[config.mk]
export PLATFORM = sky130hd
export DESIGN_NAME = mem_arbiter
export DESIGN_NICKNAME = d
export VERILOG_FILES = /design/src/rtl/mem_arbiter.sv
export SDC_FILE = /design/constraint.sdc
export NUM_CORES = 1
export LEC_CHECK = 0
export BUFFER_PORTS_ARGS = -buffer_cell sky130_fd_sc_hd__buf_4
export CAP_MARGIN = 20
export CORE_MARGIN = 5
export CORE_UTILIZATION = 50
export CTS_BUF_LIST = sky130_fd_sc_hd__clkbuf_4
export CTS_CLUSTER_SIZE = 16
export DETAILED_ROUTE_END_ITERATION = 16
export GPL_ROUTABILITY_DRIVEN = 0
export HOLD_SLACK_MARGIN = 0.15
export PLACE_DENSITY = 0.87
export RECOVER_POWER = 100
export SLEW_MARGIN = 20
export SYNTH_ARGS = -nofsm -noshare
export SYNTH_HDL_FRONTEND = slang
export SYNTH_SLANG_ARGS = --single-unit
[constraint.sdc]
create_clock -name clk -period 7.26 [get_ports clk]
set_clock_uncertainty 0.1 [all_clocks]
set_input_delay 2.178 -clock clk [delete_from_list [all_inputs] [get_ports clk]]
set_output_delay 2.178 -clock clk [all_outputs]
set_load 0.1 [all_outputs]
[src/rtl/mem_arbiter.sv]
// rtl/mem_arbiter.sv - Round-robin arbiter sharing one memory port between fetch and data requesters
//
// Purpose:
//   Two requesters (instruction fetch, data load/store) share one memory port.
//   An IDLE/ACCESS FSM accepts one request at a time and picks between
//   simultaneous requests by round robin. It then holds the memory port for
//   ACCESS_CYCLES cycles and pulses the owner's response one cycle after the
//   last access cycle.
//
// Ports:
//   clk, rst                   clock (rising edge), asynchronous active-high reset
//   if_req_valid_i/if_addr_i   fetch request in
//   if_req_ready_o             fetch request accepted this cycle (combinational)
//   if_resp_valid_o/if_rdata_o fetch response pulse and held read data
//   d_req_valid_i/d_addr_i/d_wdata_i/d_we_i/d_funct3_i
//                              data request in (we=1 store, funct3 size code)
//   d_req_ready_o              data request accepted this cycle (combinational)
//   d_resp_valid_o/d_rdata_o   data response pulse and held load data
//   mem_addr_o/mem_data_o/mem_read_en_o/mem_write_en_o/mem_funct3_o
//                              shared memory port, all zero outside ACCESS
//   mem_rdata_i                combinational memory read data

module mem_arbiter #(
    parameter int AWIDTH        = 32,
    parameter int DWIDTH        = 32,
    parameter int ACCESS_CYCLES = 1
) (
    input  logic              clk,
    input  logic              rst,
    input  logic              if_req_valid_i,
    input  logic [AWIDTH-1:0] if_addr_i,
    output logic              if_req_ready_o,
    output logic              if_resp_valid_o,
    output logic [DWIDTH-1:0] if_rdata_o,
    input  logic              d_req_valid_i,
    input  logic [AWIDTH-1:0] d_addr_i,
    input  logic [DWIDTH-1:0] d_wdata_i,
    input  logic              d_we_i,
    input  logic [2:0]        d_funct3_i,
    output logic              d_req_ready_o,
    output logic              d_resp_valid_o,
    output logic [DWIDTH-1:0] d_rdata_o,
    output logic [AWIDTH-1:0] mem_addr_o,
    output logic [DWIDTH-1:0] mem_data_o,
    output logic              mem_read_en_o,
    output logic              mem_write_en_o,
    output logic [2:0]        mem_funct3_o,
    input  logic [DWIDTH-1:0] mem_rdata_i
);

    generate
        if (ACCESS_CYCLES < 1 || ACCESS_CYCLES > 15) begin : g_bad_access_cycles
            $error("mem_arbiter: ACCESS_CYCLES must be in 1..15");
        end
    endgenerate

    localparam logic [3:0] LP_CNT_INIT = 4'(ACCESS_CYCLES - 1);
    localparam logic [2:0] LP_FETCH_F3 = 3'b010;

    typedef enum logic {
        ST_IDLE   = 1'b0,
        ST_ACCESS = 1'b1
    } state_t;

    state_t            r_state;
    logic [3:0]        r_cnt;
    logic              r_prefer_d;   // 1: data wins the next tie
    logic              r_owner_d;    // 1: current transaction belongs to data side
    logic [AWIDTH-1:0] r_addr;
    logic [DWIDTH-1:0] r_wdata;
    logic              r_we;
    logic [2:0]        r_funct3;
    logic [DWIDTH-1:0] r_if_rdata;
    logic [DWIDTH-1:0] r_d_rdata;
    logic              r_if_resp;
    logic              r_d_resp;

    logic w_idle;
    logic w_access;
    logic w_last;
    logic w_if_grant;
    logic w_d_grant;

    // Gating with rst keeps the ready outputs low while reset is held,
    // even though they are combinational from the valid inputs.
    assign w_idle     = (r_state == ST_IDLE) && !rst;
    assign w_access   = (r_state == ST_ACCESS);
    assign w_last     = w_access && (r_cnt == 4'd0);
    assign w_if_grant = w_idle && if_req_valid_i && (!d_req_valid_i || !r_prefer_d);
    assign w_d_grant  = w_idle && d_req_valid_i && (!if_req_valid_i || r_prefer_d);

    assign if_req_ready_o  = w_if_grant;
    assign d_req_ready_o   = w_d_grant;
    assign if_resp_valid_o = r_if_resp;
    assign d_resp_valid_o  = r_d_resp;
    assign if_rdata_o      = r_if_rdata;
    assign d_rdata_o       = r_d_rdata;

    assign mem_addr_o     = w_access ? r_addr : '0;
    assign mem_data_o     = w_access ? r_wdata : '0;
    assign mem_funct3_o   = w_access ? r_funct3 : 3'b000;
    assign mem_read_en_o  = w_access && !r_we;
    // A store only strobes on its last cycle so memory sees a single write edge.
    assign mem_write_en_o = w_last && r_we;

    always_ff @(posedge clk or posedge rst) begin
        if (rst) begin
            r_state    <= ST_IDLE;
            r_cnt      <= 4'd0;
            r_prefer_d <= 1'b0;
            r_owner_d  <= 1'b0;
            r_addr     <= '0;
            r_wdata    <= '0;
            r_we       <= 1'b0;
            r_funct3   <= 3'b000;
            r_if_rdata <= '0;
            r_d_rdata  <= '0;
            r_if_resp  <= 1'b0;
            r_d_resp   <= 1'b0;
        end else begin
            r_if_resp <= 1'b0;
            r_d_resp  <= 1'b0;
            case (r_state)
                ST_IDLE: begin
                    if (w_if_grant) begin
                        r_addr     <= if_addr_i;
                        r_wdata    <= '0;
                        r_we       <= 1'b0;
                        r_funct3   <= LP_FETCH_F3;
                        r_owner_d  <= 1'b0;
                        r_prefer_d <= 1'b1;
                        r_cnt      <= LP_CNT_INIT;
                        r_state    <= ST_ACCESS;
                    end else if (w_d_grant) begin
                        r_addr     <= d_addr_i;
                        r_wdata    <= d_wdata_i;
                        r_we       <= d_we_i;
                        r_funct3   <= d_funct3_i;
                        r_owner_d  <= 1'b1;
                        r_prefer_d <= 1'b0;
                        r_cnt      <= LP_CNT_INIT;
                        r_state    <= ST_ACCESS;
                    end
                end
                ST_ACCESS: begin
                    if (r_cnt == 4'd0) begin
                        r_state <= ST_IDLE;
                        if (r_owner_d) begin
                            r_d_resp <= 1'b1;
                            if (!r_we) begin
                                r_d_rdata <= mem_rdata_i;
                            end
                        end else begin
                            r_if_resp  <= 1'b1;
                            r_if_rdata <= mem_rdata_i;
                        end
                    end else begin
                        r_cnt <= r_cnt - 4'd1;
                    end
                end
                default: r_state <= ST_IDLE;
            endcase
        end
    end

endmodule

# Yosys cells after proc, flatten, opt, wreduce, memory -nomap -nowiden
# Index checks and enable logic that the tools add are counted.
totals:
  wordCells: 68
  input_bits: 136
  reg_bits: 141
classes:
  n_bitwise: 3
  add_sub_neg: 1
  n_reduce_logical: 21
  n_eq_ne: 2
  n_mux: 29
ops:
  columns: ["cell", "count"]
  rows:
  - ["32-bit 2-to-1 mux", 6]
  - ["1-bit 2-to-1 mux", 15]
  - ["4-bit 2-to-1 mux", 3]
  - ["3-bit 2-to-1 mux", 3]
  - ["1-bit logical AND", 8]
  - ["4-bit one-hot mux with 2 select lines", 1]
  - ["1-bit zero test", 5]
  - ["4-bit zero test", 1]
  - ["2-bit AND reduction", 2]
  - ["4-bit AND reduction", 1]
  - ["4-bit by 1-bit subtractor with 4-bit output, second input constant", 1]
  - ["3-bit inequality test, second input constant", 1]
  - ["1-bit NOT", 3]
  - ["3-bit AND reduction", 1]
  - ["1-bit logical OR", 2]
  - ["2-bit inequality test, second input constant", 1]
  - ["1-bit one-hot mux with 2 select lines", 1]
  - ["2-bit nonzero test", 1]

# Logic depth before layout (Yosys ltp)
# Gate-level depths: netlist of the first run.
logic_depth:
  word_depth: 7
  ltp_mapped: 7

# Least setup slack after synthesis of the first run
# Ideal clock, no wire load.
synth_path:
  kind: "in2out"
  start: "input port rst"
  end: "output port d_req_ready_o"
  arrival_time_ns: 3.273
  t_required_ns: 4.982
  cell_stages: 4
  path_slack_ns: 1.709
  cell_sequence: "or2_1 > buf_2 > a211oi_2 > buf_2"
synth_via:
  elab_chain_cells: 4
synth_rtl:
  columns: ["element", "line_no", "source"]
  rows:
  - ["start, declared", "29", "input logic rst,"]
  - ["1-bit zero test (no source line)", null, null]
  - ["1-bit logical AND", "86", "assign w_idle = (r_state == ST_IDLE) && !rst;"]
  - ["1-bit logical AND (2 in series)", "90", "assign w_d_grant = w_idle && d_req_valid_i && (!if_req_valid_i || r_prefer_d);"]
  - ["end, declared", "40", "output logic d_req_ready_o,"]
# No other way between the ends.

# Worst setup path in the final report of the first run
layout_path:
  start: "input port if_req_valid_i"
  end: "output port if_req_ready_o"
layout_via:
  elab_chain_cells: 2
layout_rtl:
  columns: ["element", "line_no", "source"]
  rows:
  - ["start, declared", "30", "input logic if_req_valid_i,"]
  - ["1-bit logical AND (2 in series)", "89", "assign w_if_grant = w_idle && if_req_valid_i && (!d_req_valid_i || !r_prefer_d);"]
  - ["end, declared", "32", "output logic if_req_ready_o,"]
# No other way between the ends.

==> results of run 1 <==
-- cell families after synthesis --
kind of cell,count (synthesis),synth area share [%]
mux,65,14.56
flops,141,53.96
compound gates,108,11.83
fa+ha+maj,1,0.1913
xor+xnor,1,0.1340
buf+inv,59,5.281
simple gates,151,14.05
-- cells in the mapped netlist, drive strengths merged --
cell type    n  area [um2]
nand3b       1       20.02
mux2        64       942.2
nor2         4       15.01
and4bb       1       16.27
a22o        35       306.5
nand2b       1       6.260
nor3         1       5.000
and2        69       434.2
a2bb2oi      1       8.760
dfrtp      141        3528
nand2        4       17.52
o22ai        3       18.77
ha           1       12.51
o211ai      32       240.2
or2          2       12.52
o21ai       34       170.2
clkbuf      22       82.58
o221ai       1       8.760
nor3b        1       7.510
xnor2        1       8.760
inv          9       33.78
a211oi       1       12.51
mux2i        1       10.01
nand4       32       200.2
nand3       34       170.2
nor2b        1       13.76
buf         28       229.0
o21a         1       7.510
-- routing by layer --
layer / vias to the layer above / global-route usage (%) / wire length, um / part of all wire [%]
met3: 28 / 7.890 / 1608 / 8.8
met2: 301 / 39.03 / 9291 / 51
met1: 2593 / 29.06 / 7140 / 39
li1: 2395 / - / - / -
met5: - / 0 / 0 / 0
met4: 0 / 8.124 / 303 / 1.7
-- where the power goes --
part / switching (uW) / total, uW / internal (uW) / leakage (uW)
Combinational: 1720 / 2010 / 295 / 0.00175
Sequential: 137 / 1150 / 1020 / 0.00172
Clock: 270 / 617 / 347 / 0.000184
Total: 2120 / 3780 / 1660 / 0.00365
-- how the worst min path moves through the flow --
stage,slack [ns],depth (start not counted),startpoint,to
final,0.40,1,if_rdata_o[22],if_rdata_o[22]
after CTS,0.41,1,r_wdata[11],r_wdata[11]
after floorplan,0.36,1,r_funct3[0],r_funct3[0]
after global placement,0.38,1,r_wdata[4],r_wdata[4]
after detailed placement,0.39,1,r_wdata[11],r_wdata[11]
after global routing,0.41,1,if_rdata_o[20],if_rdata_o[20]
-- stage by stage --
step	total power (uW)	instances	hold WS [ns]	utilization [%]	setup slack, ns
after floorplan	2985	526	0.3643	-	1.201
after global placement	3441	926	0.3815	67.23	1.362
after detailed placement	3483	926	0.3871	67.23	1.339
after CTS	4108	958	0.4131	70.08	1.289
after global routing	3926	959	0.4095	64.93	0.8356
final	3782	959	0.3967	64.93	0.9062
-- registers in the layout, indices dropped and copies added (netlist names) --
name,count
r_owner_d,1
r_we,1
d_resp_valid_o,1
r_wdata,32
d_rdata_o,32
r_cnt,4
r_state,1
if_resp_valid_o,1
if_rdata_o,32
r_prefer_d,1
r_funct3,3
r_addr,32
-- cell type report --
class,instances,area [um2]
Clock inverter,13,220.2
Sequential cell,141,3528
Antenna cell,1,2.502
Inverter,9,35.03
Clock buffer,19,142.6
Tap cell,172,215.2
Timing Repair Buffer,278,1679
Multi-Input combinational cell,326,2437
Fill cell,1130,4462
==> results.sh, run 1 <==
export IMPL_status="finished, violations left"
export IMPL_failed_checks="max-capacitance violations, max-slew violations"
export IMPL_num_rows=41
export IMPL_vias=5317
export IMPL_grt_pass1_vias=5607
export IMPL_crit_path_end="if_req_ready_o"
export IMPL_criticalPathCategory="input pin to output pin"
export IMPL_relSlewSlack_pct=-134.8
export IMPL_r2r_end="if_rdata_o[30]"
export IMPL_cts_tree="done"
export IMPL_grt_total_usage_pct=23.61
export IMPL_fin_setup_tns_ns=0
export IMPL_seq_area_frac_synth_pct=53.96
export IMPL_yosysWarnings=0
export IMPL_irDropWorstVdd_mv=0.1886
export IMPL_syn_inst=526
export IMPL_clock_root_buffer="clkbuf_4"
export IMPL_max_clock_path_buffers=2
export IMPL_die_y_um=124.4
export IMPL_drt_iter0_markers=398
export IMPL_post_cts_buffers=0
export IMPL_fin_crit_sh_pct=87.52
export IMPL_ys_ff_latch=141
export IMPL_critPathRequiredTime_ns=4.98
export IMPL_cp_top_family="buffers and inverters"
export IMPL_dieArea_um2=15460
export IMPL_worst_pin_slew_ns=3.503
export IMPL_drc_errors=0
export IMPL_crit_fanout=36
export IMPL_hp_class="flip-flop to flip-flop"
export IMPL_reg2regPathDepth=4
export IMPL_cp_depth=5
export IMPL_syn_avg_cell_area_um2=12.43
export IMPL_drv_cap=7
export IMPL_final_nets=910
export IMPL_routedWlPerCell_um=19.13
export IMPL_worstReg2RegStart="r_state"
export IMPL_clk_latency_ns=0.51
export IMPL_firstDrtPassIters=7
export IMPL_initial_core_util_pct=51.40
export IMPL_place_hpwl_mm=13.09
export IMPL_worstPathCellList="buf_4 -> nand3_1 -> inv_1 -> buf_4 -> clkbuf_1"
export IMPL_rsz0062_at_grt="false"
export IMPL_mostFrequentLayoutCells="buf_4 (169), dfrtp_1 (141), clkbuf_1 (108)"
export IMPL_vias_per_cell=5.544
export IMPL_overflow=0
export IMPL_final_min_clock_period_ns=6.354
export IMPL_max_stage_delay_ns=0.91
export IMPL_finalHoldViolCount=0
export IMPL_postPlaceCellArea_um2=8553
export IMPL_path_buf_inv=4
export IMPL_num_io_pins=273
export IMPL_wl_mm=18.34
export IMPL_io_buffers=272
export IMPL_ant_nets=0
export IMPL_fin_area_um2=8260
export IMPL_r2r_setup_slack_ns=2.93
export IMPL_clk_pin_slew_ns=0.11
export IMPL_grt_pass1_wl_mm=29.64
export IMPL_cts_resized_gates=0
export IMPL_fmax_mhz=157.4
export IMPL_drv_slew=359
export IMPL_crit_top_cell="buf_4"
export IMPL_power_leakage_uw=0.003647
export IMPL_fp_dieW_um=124.4
export IMPL_grt_max_degree=79
export IMPL_cts_buffers=17
export IMPL_critical_path_slowest_cell="clkbuf_1"
export IMPL_final_common_cell="buf_4"
export IMPL_coreArea_um2=12720
export IMPL_cp_arrival_ns=4.08
export IMPL_synth_cell_area_um2=6539
export IMPL_setup_viol=0
export IMPL_antenna_found_initial=1
export IMPL_worstSetupStartpointType="input pin"
export IMPL_cp_startpoint="if_req_valid_i"
export IMPL_powerDensity_nw_per_um2=457.8
export IMPL_ys_types=35
export IMPL_layout_drive_gt1_share_pct=27.23
export IMPL_cp_end_kind="output pin"
export IMPL_syn_to_final_growth_pct=26.33
export IMPL_syn_num_nets=663
export IMPL_clock_sink_count=141
export IMPL_cts_hold_buf=0
export IMPL_cts_max_level=4
Note: power is estimated with default switching activity, not from simulation.
==> inputs of run 2 (changes only) <==
REMOVE_ABC_BUFFERS = 1   (was not set)
SKIP_LAST_GASP = 1   (was not set)
==> run 2 against run 1 <==
  * The run still ends with max-capacitance violations, max-slew violations left
  * First-iteration DRC count down 24%
  * Sequential cell count unchanged
  * Clock-buffer cell count unchanged
  * Combinational power about the same
  * Critical endpoint unchanged
==> results.sh, run 2 (synthesis results as in run 1) <==
export IMPL_cts_hold_buf=0
export IMPL_finalHoldViolCount=0
export IMPL_irDropWorstVdd_mv=0.1663
export IMPL_grt_pass1_vias=5649
export IMPL_met3_usage_pct=6.732
export IMPL_cts_buffers=17
export IMPL_cp_arrival_ns=3.93
export IMPL_r2r_end="if_rdata_o[30]"
export IMPL_hold_start="if_rdata_o[16]"
export IMPL_coreArea_um2=12720
export IMPL_status="finished, violations left"
export IMPL_critPathRequiredTime_ns=4.98
export IMPL_cts_max_level=4
export IMPL_drv_cap=6
export IMPL_clk_pin_slew_ns=0.11
export IMPL_num_rows=41
export IMPL_met1_usage_pct=29.06
export IMPL_hold_path_end="if_rdata_o[16]"
export IMPL_ant_nets=0
export IMPL_die_y_um=124.4
export IMPL_firstDrtPassIters=5
export IMPL_overflow=0
export IMPL_vias=5280
export IMPL_fin_crit_sh_pct=85.49
export IMPL_grt_total_usage_pct=23.17
export IMPL_clk_latency_ns=0.50
export IMPL_crit_fanout=33
export IMPL_clock_sink_count=141
export IMPL_syn_to_final_growth_pct=26.27
export IMPL_criticalPathCategory="input pin to output pin"
export IMPL_rsz0062_at_grt="false"
export IMPL_r2r_setup_slack_ns=2.37
export IMPL_pre_cts_slack_ns=1.271
export IMPL_drc_errors=0
export IMPL_dieArea_um2=15460
export IMPL_post_cts_buffers=0
export IMPL_drt_iter0_markers=304
export IMPL_antenna_found_initial=1
export IMPL_final_common_cell="buf_4"
export IMPL_power_leakage_uw=0.003711
export IMPL_postPlaceCellArea_um2=8561
export IMPL_fp_dieW_um=124.4
export IMPL_fmax_mhz=161.1
export IMPL_num_io_pins=273
export IMPL_setup_viol=0
export IMPL_vias_per_cell=5.500
export IMPL_reg2regPathDepth=5
export IMPL_fin_area_um2=8257
export IMPL_place_hpwl_mm=13.21
export IMPL_wl_mm=18.18
export IMPL_grt_util_met2_pct=38.36
export IMPL_initial_core_util_pct=51.40
export IMPL_io_buffers=272
export IMPL_worstSetupStartpointType="input pin"
export IMPL_fin_ws_ns=1.053
export IMPL_clock_root_buffer="clkbuf_4"
export IMPL_layout_drive_gt1_share_pct=31.00
export IMPL_cp_end_kind="output pin"
export IMPL_final_nets=911
export IMPL_relSlewSlack_pct=-93.33
export IMPL_max_clock_path_buffers=2
export IMPL_routedWlPerCell_um=18.93
export IMPL_drv_slew=324
export IMPL_grt_pass1_wl_mm=29.26
export IMPL_failed_checks="max-capacitance violations, max-slew violations"
export IMPL_cts_resized_gates=0
export IMPL_hp_class="flip-flop to flip-flop"
export IMPL_final_min_clock_period_ns=6.207
export IMPL_worst_pin_slew_ns=2.884
export IMPL_cts_tree="done"
export IMPL_hold_depth=1
export IMPL_powerDensity_nw_per_um2=438.8
export IMPL_top_usage_layer="met2"
export IMPL_worstReg2RegStart="r_state"
export IMPL_grt_max_degree=75
export IMPL_mostFrequentLayoutCells="buf_4 (198), dfrtp_1 (140), clkbuf_1 (80)"
run 2: worst max-delay path, cell delays in order:
cell and delay (ns):
clkbuf_1 0.13, nand2_1 0.09, buf_4 0.32, nand3_1 0.18, inv_1 0.15, clkbuf_1 0.88
run 2: stage by stage:
stage / total power (uW) / instances / TNS [ns] / hold slack [ns] / utilization (%)
floorplan: 2959 / 476 / -0.8106 / 0.3645 / -
detailed placement: 3487 / 927 / 0 / 0.3842 / 67.29
CTS: 3934 / 959 / 0 / 0.4132 / 69.20
finish: 3623 / 960 / 0 / 0.3968 / 64.90
global route: 3766 / 960 / 0 / 0.4150 / 64.90
global placement: 3445 / 927 / 0 / 0.3797 / 67.29
run 2: per-layer routing:
| layer | share of wire [%] | vias to the layer above |
|---|---|---|
| met1 | 41 | 2554 |
| met5 | 0 | - |
| met4 | 2.1 | 0 |
| met2 | 50 | 285 |
| met3 | 7.3 | 34 |
| li1 | - | 2407 |
run 2: where the power goes:
group | switching [uW] | internal [uW] | total (uW)
logic | 1730 | 307 | 2040
registers | 129 | 1020 | 1150
clock network | 269 | 172 | 442
run 2: area by class of cell:
type,count,area (um2)
Multi-Input combinational cell,326,2440
Antenna cell,1,2.502
Timing Repair Buffer,279,1792
Clock buffer,19,142.6
Fill cell,1094,4466
Sequential cell,141,3530
Clock inverter,13,100.1
Inverter,9,35.03
Tap cell,172,215.2
run 2: worst max-delay path by stage:
stage                  startpoint              to  depth (start not counted)
floorplan                     rst  if_req_ready_o                          3
global placement              rst   d_req_ready_o                          4
detailed placement            rst   d_req_ready_o                          4
CTS                           rst   d_req_ready_o                          4
global route              r_state  mem_data_o[31]                          3
finish              d_req_valid_i  if_req_ready_o                          6
==> inputs of run 3 (changes only) <==
CTS_BUF_LIST = sky130_fd_sc_hd__clkbuf_2 sky130_fd_sc_hd__clkbuf_4 sky130_fd_sc_hd__clkbuf_8   (was sky130_fd_sc_hd__clkbuf_4)
==> run 3 against run 2 <==
  * Final cell count is 0.10% lower
  * Global-route usage up 0.22 points
  * Largest power group unchanged
  * The run still ends with max-capacitance violations, max-slew violations left
  * Critical endpoint unchanged
  * Critical path type unchanged
  * First-iteration DRC count grew 12%
==> results.sh, run 3 (synthesis results as in run 1) <==
export IMPL_path_buf_inv=4
export IMPL_io_buffers=272
export IMPL_critPathRequiredTime_ns=4.98
export IMPL_criticalPathCategory="input pin to output pin"
export IMPL_cts_tree="done"
export IMPL_fillers=1081
export IMPL_status="finished, violations left"
export IMPL_cp_arrival_ns=3.94
export IMPL_clock_sink_count=141
export IMPL_rsz0062_at_grt="false"
export IMPL_multi_input_area_um2=2436
export IMPL_post_cts_buffers=0
export IMPL_clk_pin_slew_ns=0.07
export IMPL_worstSetupStartpointType="input pin"
export IMPL_insertedDiodeCount=0
export IMPL_num_rows=41
export IMPL_layout_drive_gt1_share_pct=31.39
export IMPL_dieArea_um2=15460
export IMPL_post_place_cells=927
export IMPL_powerDensity_nw_per_um2=451.7
export IMPL_clk_latency_ns=0.43
export IMPL_die_y_um=124.4
export IMPL_max_clock_path_buffers=2
export IMPL_place_hpwl_mm=13.21
export IMPL_cts_buffers=17
export IMPL_relSlewSlack_pct=-94.28
export IMPL_critical_path_slowest_cell="clkbuf_1"
export IMPL_worst_pin_slew_ns=2.898
export IMPL_ant_nets=0
export IMPL_grt_total_usage_pct=23.39
export IMPL_coreArea_um2=12720
export IMPL_drc_errors=0
export IMPL_cts_hold_buf=0
export IMPL_grt_max_degree=75
export IMPL_final_min_clock_period_ns=6.223
export IMPL_fin_crit_sh_pct=85.72
export IMPL_ff_latch_area_um2=3530
export IMPL_firstDrtPassIters=5
export IMPL_final_common_cell="buf_4"
export IMPL_wl_mm=18.46
export IMPL_power_leakage_uw=0.003753
export IMPL_routedWlPerCell_um=19.25
export IMPL_overflow=0
export IMPL_setup_viol=0
export IMPL_irDropWorstVdd_mv=0.1837
export IMPL_fmax_mhz=160.7
export IMPL_worstPathCellList="clkbuf_1 -> nand2_1 -> buf_4 -> nand3_1 -> inv_1 -> clkbuf_1"
export IMPL_utilization_pct=66.00
export IMPL_grt_pass1_vias=5680
export IMPL_stdcell_count=959
export IMPL_antenna_found_initial=0
export IMPL_final_nets=911
export IMPL_cp_top_family="buffers and inverters"
export IMPL_vias_per_cell=5.555
export IMPL_num_io_pins=273
export IMPL_fp_dieW_um=124.4
export IMPL_failed_checks="max-capacitance violations, max-slew violations"
export IMPL_finalHoldViolCount=0
export IMPL_syn_to_final_growth_pct=28.42
export IMPL_fin_ws_ns=1.037
export IMPL_crit_top_cell="clkbuf_1"
export IMPL_initial_core_util_pct=51.40
export IMPL_clock_root_buffer="clkbuf_8"
export IMPL_pre_cts_slack_ns=1.271
export IMPL_cts_max_level=4
export IMPL_crit_fanout=33
export IMPL_drv_cap=6
export IMPL_cp_end_kind="output pin"
export IMPL_grt_pass1_wl_mm=29.46
export IMPL_max_stage_delay_ns=0.87
export IMPL_fin_setup_tns_ns=0
export IMPL_drv_slew=324
export IMPL_vias=5327
export IMPL_cts_resized_gates=0
export IMPL_hp_class="flip-flop to flip-flop"
export IMPL_mostFrequentLayoutCells="buf_4 (198), dfrtp_1 (140), clkbuf_1 (80)"
export IMPL_drt_iter0_markers=341
[run 3: changes by cell type in the layout (fill, tap and decap cells not counted), sizes merged]
cell	previous run	this run
diode	1	0
clkbuf	100	104
clkinv	8	4
[run 3: per-stage QoR]
stage	area [um2]	hold slack, ns	power (uW)
floorplan	6227	0.3645	2959
finish	8397	0.3877	3793
global placement	8561	0.3797	3445
global route	8397	0.4041	3928
CTS	8950	0.4041	4101
detailed placement	8561	0.3842	3487
[run 3: area by class of cell]
type | count | area share, %
clock buffers | 23 | 3.621
clock inverters | 9 | 1.013
inverters | 9 | 0.4172
multi-input cells | 326 | 29.01
flip-flops and latches | 141 | 42.04
well taps | 172 | 2.563
repair buffers | 279 | 21.34
[run 3: where the power goes]
part | switching (uW) | total [uW] | internal [uW]
sequential | 132 | 1150 | 1020
clock | 290 | 605 | 315
combinational | 1730 | 2040 | 304
[run 3: worst paths after layout]
path	end	cells past startpoint	slack, ns	start
worst max-delay path	if_req_ready_o	6	1.04	d_req_valid_i
worst min-delay path	if_rdata_o[26]	1	0.39	if_rdata_o[26]
worst max register to register	if_rdata_o[29]	5	2.28	r_state
worst min register to register	if_rdata_o[26]	1	0.39	if_rdata_o[26]
max in group asynchronous	r_state	3	1.64	rst
min in group asynchronous	r_addr[25]	2	2.56	rst
[run 3: per-layer routing]
layer	up-vias	routed length [um]	track usage, %
met2	281	9199	38.87
met3	35	1240	6.947
met4	0	407	8.317
met1	2604	7611	29.06
li1	2407	-	-
met5	-	0	0
[run 3: worst reg2reg max path, stage by stage (launching register included)]
cell and delay [ns]:
dfrtp_2 0.36, clkbuf_1 1.87, and4bb_1 0.47, nor2b_2 0.16, clkbuf_1 1.44, mux2_2 0.47
